===== src/rtl/frame_pkg.sv =====
// Shared types and constants for the 32-bit framed receiver: FSM states,
// byte-request codes and the even-parity helper.
package frame_pkg;

  typedef enum logic [2:0] {
    IDLE,
    ACK,
    WAIT,
    SAMPLE,
    DONE,
    WAIT_LOW
  } state_t;

  localparam logic [1:0] NXT_B0 = 2'b00;
  localparam logic [1:0] NXT_B1 = 2'b01;
  localparam logic [1:0] NXT_B2 = 2'b10;
  localparam logic [1:0] NXT_B3 = 2'b11;

  localparam int BYTES_PER_WORD = 4;

  function automatic logic even_parity8(input logic [7:0] d);
    return ^d;
  endfunction

endpackage


===== src/rtl/strobe_gap_counter.sv =====
// 4-bit gap counter that only moves on b strobes; flags the last gap count
// so the FSM knows the bus has settled and can be sampled.
module strobe_gap_counter #(
  parameter int unsigned SAMPLE_GAP = 8
) (
  input  logic       clk,
  input  logic       rst,
  input  logic       b,
  input  logic       clear,
  input  logic       inc,
  output logic [3:0] count,
  output logic       last
);

  always_ff @(posedge clk or negedge rst) begin
    if (!rst) begin
      count <= '0;
    end else if (b) begin
      if (clear)    count <= '0;
      else if (inc) count <= count + 4'd1;
    end
  end

  assign last = (count == 4'(SAMPLE_GAP - 1));

endmodule


===== src/rtl/frame_receiver_32.sv =====
// Receives four {byte,parity} frames over the shared 9-bit bus, checks even
// parity per byte and presents the reassembled word with a one-cycle valid.
module frame_receiver_32
  import frame_pkg::*;
#(
  parameter int unsigned SAMPLE_GAP = 8,
  parameter int unsigned WORD_W     = 32
) (
  input  logic              clk,
  input  logic              rst,
  input  logic              b,
  input  logic              ready,
  input  logic [8:0]        in_bus_9,
  output logic              ack,
  output logic [1:0]        nxt_data,
  output logic [WORD_W-1:0] data_out,
  output logic              data_valid,
  output logic              parity_err,
  output logic [3:0]        err_mask,
  output logic              busy
);

  state_t            state;
  logic [1:0]        idx;
  logic [1:0]        byte_sel;
  logic [WORD_W-1:0] staging;
  logic [3:0]        err_stage;
  logic [3:0]        gap;
  logic              gap_last;
  logic              abort;

  strobe_gap_counter #(.SAMPLE_GAP(SAMPLE_GAP)) u_gap (
    .clk   (clk),
    .rst   (rst),
    .b     (b),
    .clear ((state == ACK) || (state == SAMPLE)),
    .inc   (state == WAIT),
    .count (gap),
    .last  (gap_last)
  );

  // Byte 0 lands in the top lane, so the lane index counts down as idx counts up.
  assign byte_sel = 2'd3 - idx;
  assign abort    = !ready && (state inside {ACK, WAIT, SAMPLE});
  assign busy     = (state != IDLE);

  // NOTE: every register here is state, so all assignments are non-blocking and
  // every one of them, including the staging word, is cleared by the async reset.
  always_ff @(posedge clk or negedge rst) begin
    if (!rst) begin
      state      <= IDLE;
      idx        <= '0;
      staging    <= '0;
      err_stage  <= '0;
      ack        <= 1'b0;
      nxt_data   <= NXT_B0;
      data_out   <= '0;
      data_valid <= 1'b0;
      parity_err <= 1'b0;
      err_mask   <= '0;
    end else begin
      data_valid <= 1'b0;
      if (b) begin
        if (abort) begin
          ack      <= 1'b0;
          nxt_data <= NXT_B0;
          state    <= IDLE;
        end else begin
          unique case (state)
            IDLE: begin
              ack      <= 1'b0;
              nxt_data <= NXT_B0;
              if (ready) state <= ACK;
            end
            ACK: begin
              ack       <= 1'b1;
              idx       <= '0;
              err_stage <= '0;
              state     <= WAIT;
            end
            WAIT: begin
              if (gap_last) state <= SAMPLE;
            end
            SAMPLE: begin
              staging[{byte_sel, 3'b000} +: 8] <= in_bus_9[8:1];
              err_stage[byte_sel] <= even_parity8(in_bus_9[8:1]) != in_bus_9[0];
              if (idx != 2'(BYTES_PER_WORD - 1)) begin
                nxt_data <= idx + 2'd1;
                idx      <= idx + 2'd1;
                state    <= WAIT;
              end else begin
                state <= DONE;
              end
            end
            DONE: begin
              data_out   <= staging;
              err_mask   <= err_stage;
              parity_err <= |err_stage;
              data_valid <= 1'b1;
              ack        <= 1'b0;
              nxt_data   <= NXT_B0;
              // A transmitter still holding ready must drop it before the next word.
              state      <= ready ? WAIT_LOW : IDLE;
            end
            WAIT_LOW: begin
              if (!ready) state <= IDLE;
            end
            default: state <= IDLE;
          endcase
        end
      end
    end
  end

endmodule


===== config.mk =====
export PLATFORM = sky130hd
export DESIGN_NAME = frame_receiver_32
export DESIGN_NICKNAME = d
export VERILOG_FILES = /design/src/rtl/frame_pkg.sv /design/src/rtl/strobe_gap_counter.sv /design/src/rtl/frame_receiver_32.sv
export SDC_FILE = /design/constraint.sdc
export NUM_CORES = 1
export LEC_CHECK = 0
export BUFFER_PORTS_ARGS = -buffer_cell sky130_fd_sc_hd__buf_4
export CORE_MARGIN = 5
export CORE_UTILIZATION = 55
export CTS_BUF_LIST = sky130_fd_sc_hd__clkbuf_4 sky130_fd_sc_hd__clkbuf_8 sky130_fd_sc_hd__clkbuf_16
export DETAILED_ROUTE_END_ITERATION = 8
export PLACE_DENSITY = 0.77
export SLEW_MARGIN = 20
export SYNTH_ARGS = -nofsm -noshare
export SYNTH_HDL_FRONTEND = slang
export SYNTH_SLANG_ARGS = --single-unit
export TNS_END_PERCENT = 1

===== constraint.sdc =====
create_clock -name clk -period 2.3 [get_ports clk]
set_input_delay 0.575 -clock clk [delete_from_list [all_inputs] [get_ports clk]]
set_output_delay 0.575 -clock clk [all_outputs]
set_load 0.05 [all_outputs]

==> flow_summary.ini <==
[setup_path]
r2r_slack_ps = 350
path_class = reg -> out
crit_required_ps = 1730
r2r_end = staging[10]
crit_chain = buf_4 > or3_1 > buf_4
cp-end-kind = primary output
critPathLaunchType = flip-flop
reg2reg_depth = 6
cpPeakStageDelay_ps = 500
crit_fanout = 9
crit_arrival_ps = 1630
r2r_start = idx[0]
crit_end = busy
cpMaxStageDelayCell = dfrtp_1
cpMostUsedCell = buf_4
crit_start = state[0]

[clocking]
ctsHoldBuffers = 0
clock-sinks = 86
cts_buffer_depth = 2
postCtsSetupBuffers = 0
numCtsBuffers = 9
cts_resized = 0
cts_max_level = 3
root_buffer = clkbuf_8
cts_tree = done
cts.clk_slew.worst_paths_ps = 90
clk_latency_ps = 360

[run_status]
outcome = finished clean

[drt]
top_layer_used = met4
routedWlPerCell_um = 16.0
wl_mm = 7.63
dr.first_iter.drc_count = 122
drc = 0
met2_length_mm = 3.82
met1_length_mm = 3.33
final_antenna_net_count = 0
wl_met3_um = 353
viasPerCell = 5.46
dr.pass1.iters = 5
route.vias.total = 2604

[synth]
ys_seq_area_share_pct = 57.5
synth_edf_count = 0
synthArstFlopShare_pct = 100
syn_area_per_cell_um2 = 11.0
synth_top_cell_area_share_pct = 57.5
synth.area.top_cells = dfrtp_1, mux2_2, nand2_1
yosysUniqueCellTypes = 39
netlist_instances = 341
yosysMostFrequentCell = dfrtp_1
yosys_most_used_dff = dfrtp_1
ys_warn_count = 0
synth_top_area_cell = dfrtp_1
synthesis.nets = 362
synth-seq-cells = 86
netlist_area_um2 = 3740
yosys-top-cells-count = dfrtp_1, nand2_1, o21ai_0

[placed_design]
io_buffers = 54
gp_congestion = 0.819
hpwl_mm = 5.40

[grt]
antenna_found_initial = 0
overflow = 0
grt_max_degree = 57
grt_pass1_vias = 2645
grt_pass1_wl_mm = 13.1
grt_usage_pct = 19.6

[sta]
fin_hold_ws_ps = 142
setup_viol = 0
fmax_ghz = 0.453
finalCriticalPeriod_ps = 2210
finClkSkew_ps = 9.42
max_slew_margin_pct = 64.6
rsz0062_at_grt = false
period_share_pct = 95.9
report.final.slew_viol_count = 0
finalHoldViolations = 0
worst_slew_pin_slew_ps = 529
finalSetupTns_ps = 0

[die]
fp.dieW_um = 92.5
die_area_um2 = 8550
coreArea_um2 = 6720
die_h_um = 92.5
ios = 55
start_util_pct = 55.7
rows = 30

[power]
swShare_pct = 40.2
p_sw_mw = 1.91
pwr-share-clk_pct = 20.3
p_leak_nw = 2.13
internal-power_mw = 2.84
vdd_drop_max_mv = 0.711
powerDensity_nw_per_um2 = 1080
seqPwrFrac_pct = 42.7
power.share.combinational_pct = 37.0

[finish]
layout-area-overhead-vs-synth_pct = 17.2
nNetsFinal = 413
fillers = 524
drive_above_1_share_pct = 29.2
n_antenna_cell = 0

[job]
drv_cap = 0

[min_path]
hp-class = in -> async
## layout make-up
cell class	instances	area [um^2]	share of cell area [%]
Sequential cell	86	2150	49.1
Multi-Input combinational cell	231	1480	33.7
Timing Repair Buffer	60	463	10.6
Clock buffer	11	145	3.31
Tap cell	80	100	2.28
Clock inverter	5	33.8	0.770
Inverter	4	15.0	0.342
## cell families (layout without fill, tap and decap cells)
family | Yosys count | after routing | share of synthesized area [%]
buffers and inverters | 24 | 80 | 3.18
adders and majority gates | 8 | 8 | 2.68
muxes | 38 | 38 | 11.4
and+or+nand+nor | 113 | 113 | 13.5
xor gates and xnor gates | 7 | 7 | 2.21
AOI/OAI and AO/OA | 65 | 65 | 9.53
DFF | 86 | 86 | 57.5
## critical path: cells and delay by family (launching register included)
kind          cells  cell delay (ps)
flops             1              500
buf+inv           2              430
simple gates      1              350
## worst min path at each step
stage                start      endpoint  cells past startpoint
3_5_place_dp   nxt_data[0]   nxt_data[0]                      2
3_3_place_gp   staging[27]   staging[27]                      2
5_1_grt                rst    data_valid                      1
4_1_cts                rst  data_out[23]                      1
6_report               rst  data_out[23]                      1
2_1_floorplan          rst           ack                      0
## power by group through the flow
stage | Sequential (mW) | Combinational (mW) | Clock (mW)
floorplan | 2.40 | 0.887 | 0
global placement | 2.04 | 1.72 | 0
finish | 2.03 | 1.75 | 0.965
CTS | 2.03 | 1.77 | 0.990
detailed placement | 2.06 | 1.76 | 0
global route | 2.08 | 1.90 | 1.07
## sequential cells by signal, indices dropped and copies added, names as in the netlist
register and flops:
idx 2, data_out 32, staging 32, err_mask 4
err_stage 4, u_gap.count 4, parity_err 1, data_valid 1
state 3, ack 1, nxt_data 2
## layout by cell type, fill, tap and decap left out, types with 3 or more instances in the layout
master and n:
dfrtp_1 86, nand2_1 75, buf_4 59, o21ai_0 38, mux2_2 36, o21ai_1 10, clkbuf_8 10, a21oi_1 8
nand3_1 8, ha_1 8, nor2b_1 6, nor2_1 6, inv_1 4, nand2b_1 4, nor3_1 4, xnor2_1 3
## metal layers
layer | GRT usage (%) | vias up
met5 | 0 | -
met4 | 7.30 | 0
met3 | 4.71 | 15
met2 | 31.7 | 57
met1 | 25.7 | 1266
li1 | - | 1266
## per-stage QoR
stage | util (%) | std cells | power [mW] | worst slack [ps] | cell area [um^2]
after floorplan | - | 341 | 3.28 | 440 | 3740
after global placement | 62.6 | 461 | 3.76 | 386 | 4210
after detailed placement | 62.6 | 461 | 3.82 | 313 | 4210
after CTS | 65.3 | 477 | 4.79 | 83.6 | 4390
after global routing | 65.3 | 477 | 5.05 | 21.3 | 4390
final | 65.3 | 477 | 4.74 | 93.7 | 4390
Note: power is estimated with default switching activity, not from simulation.
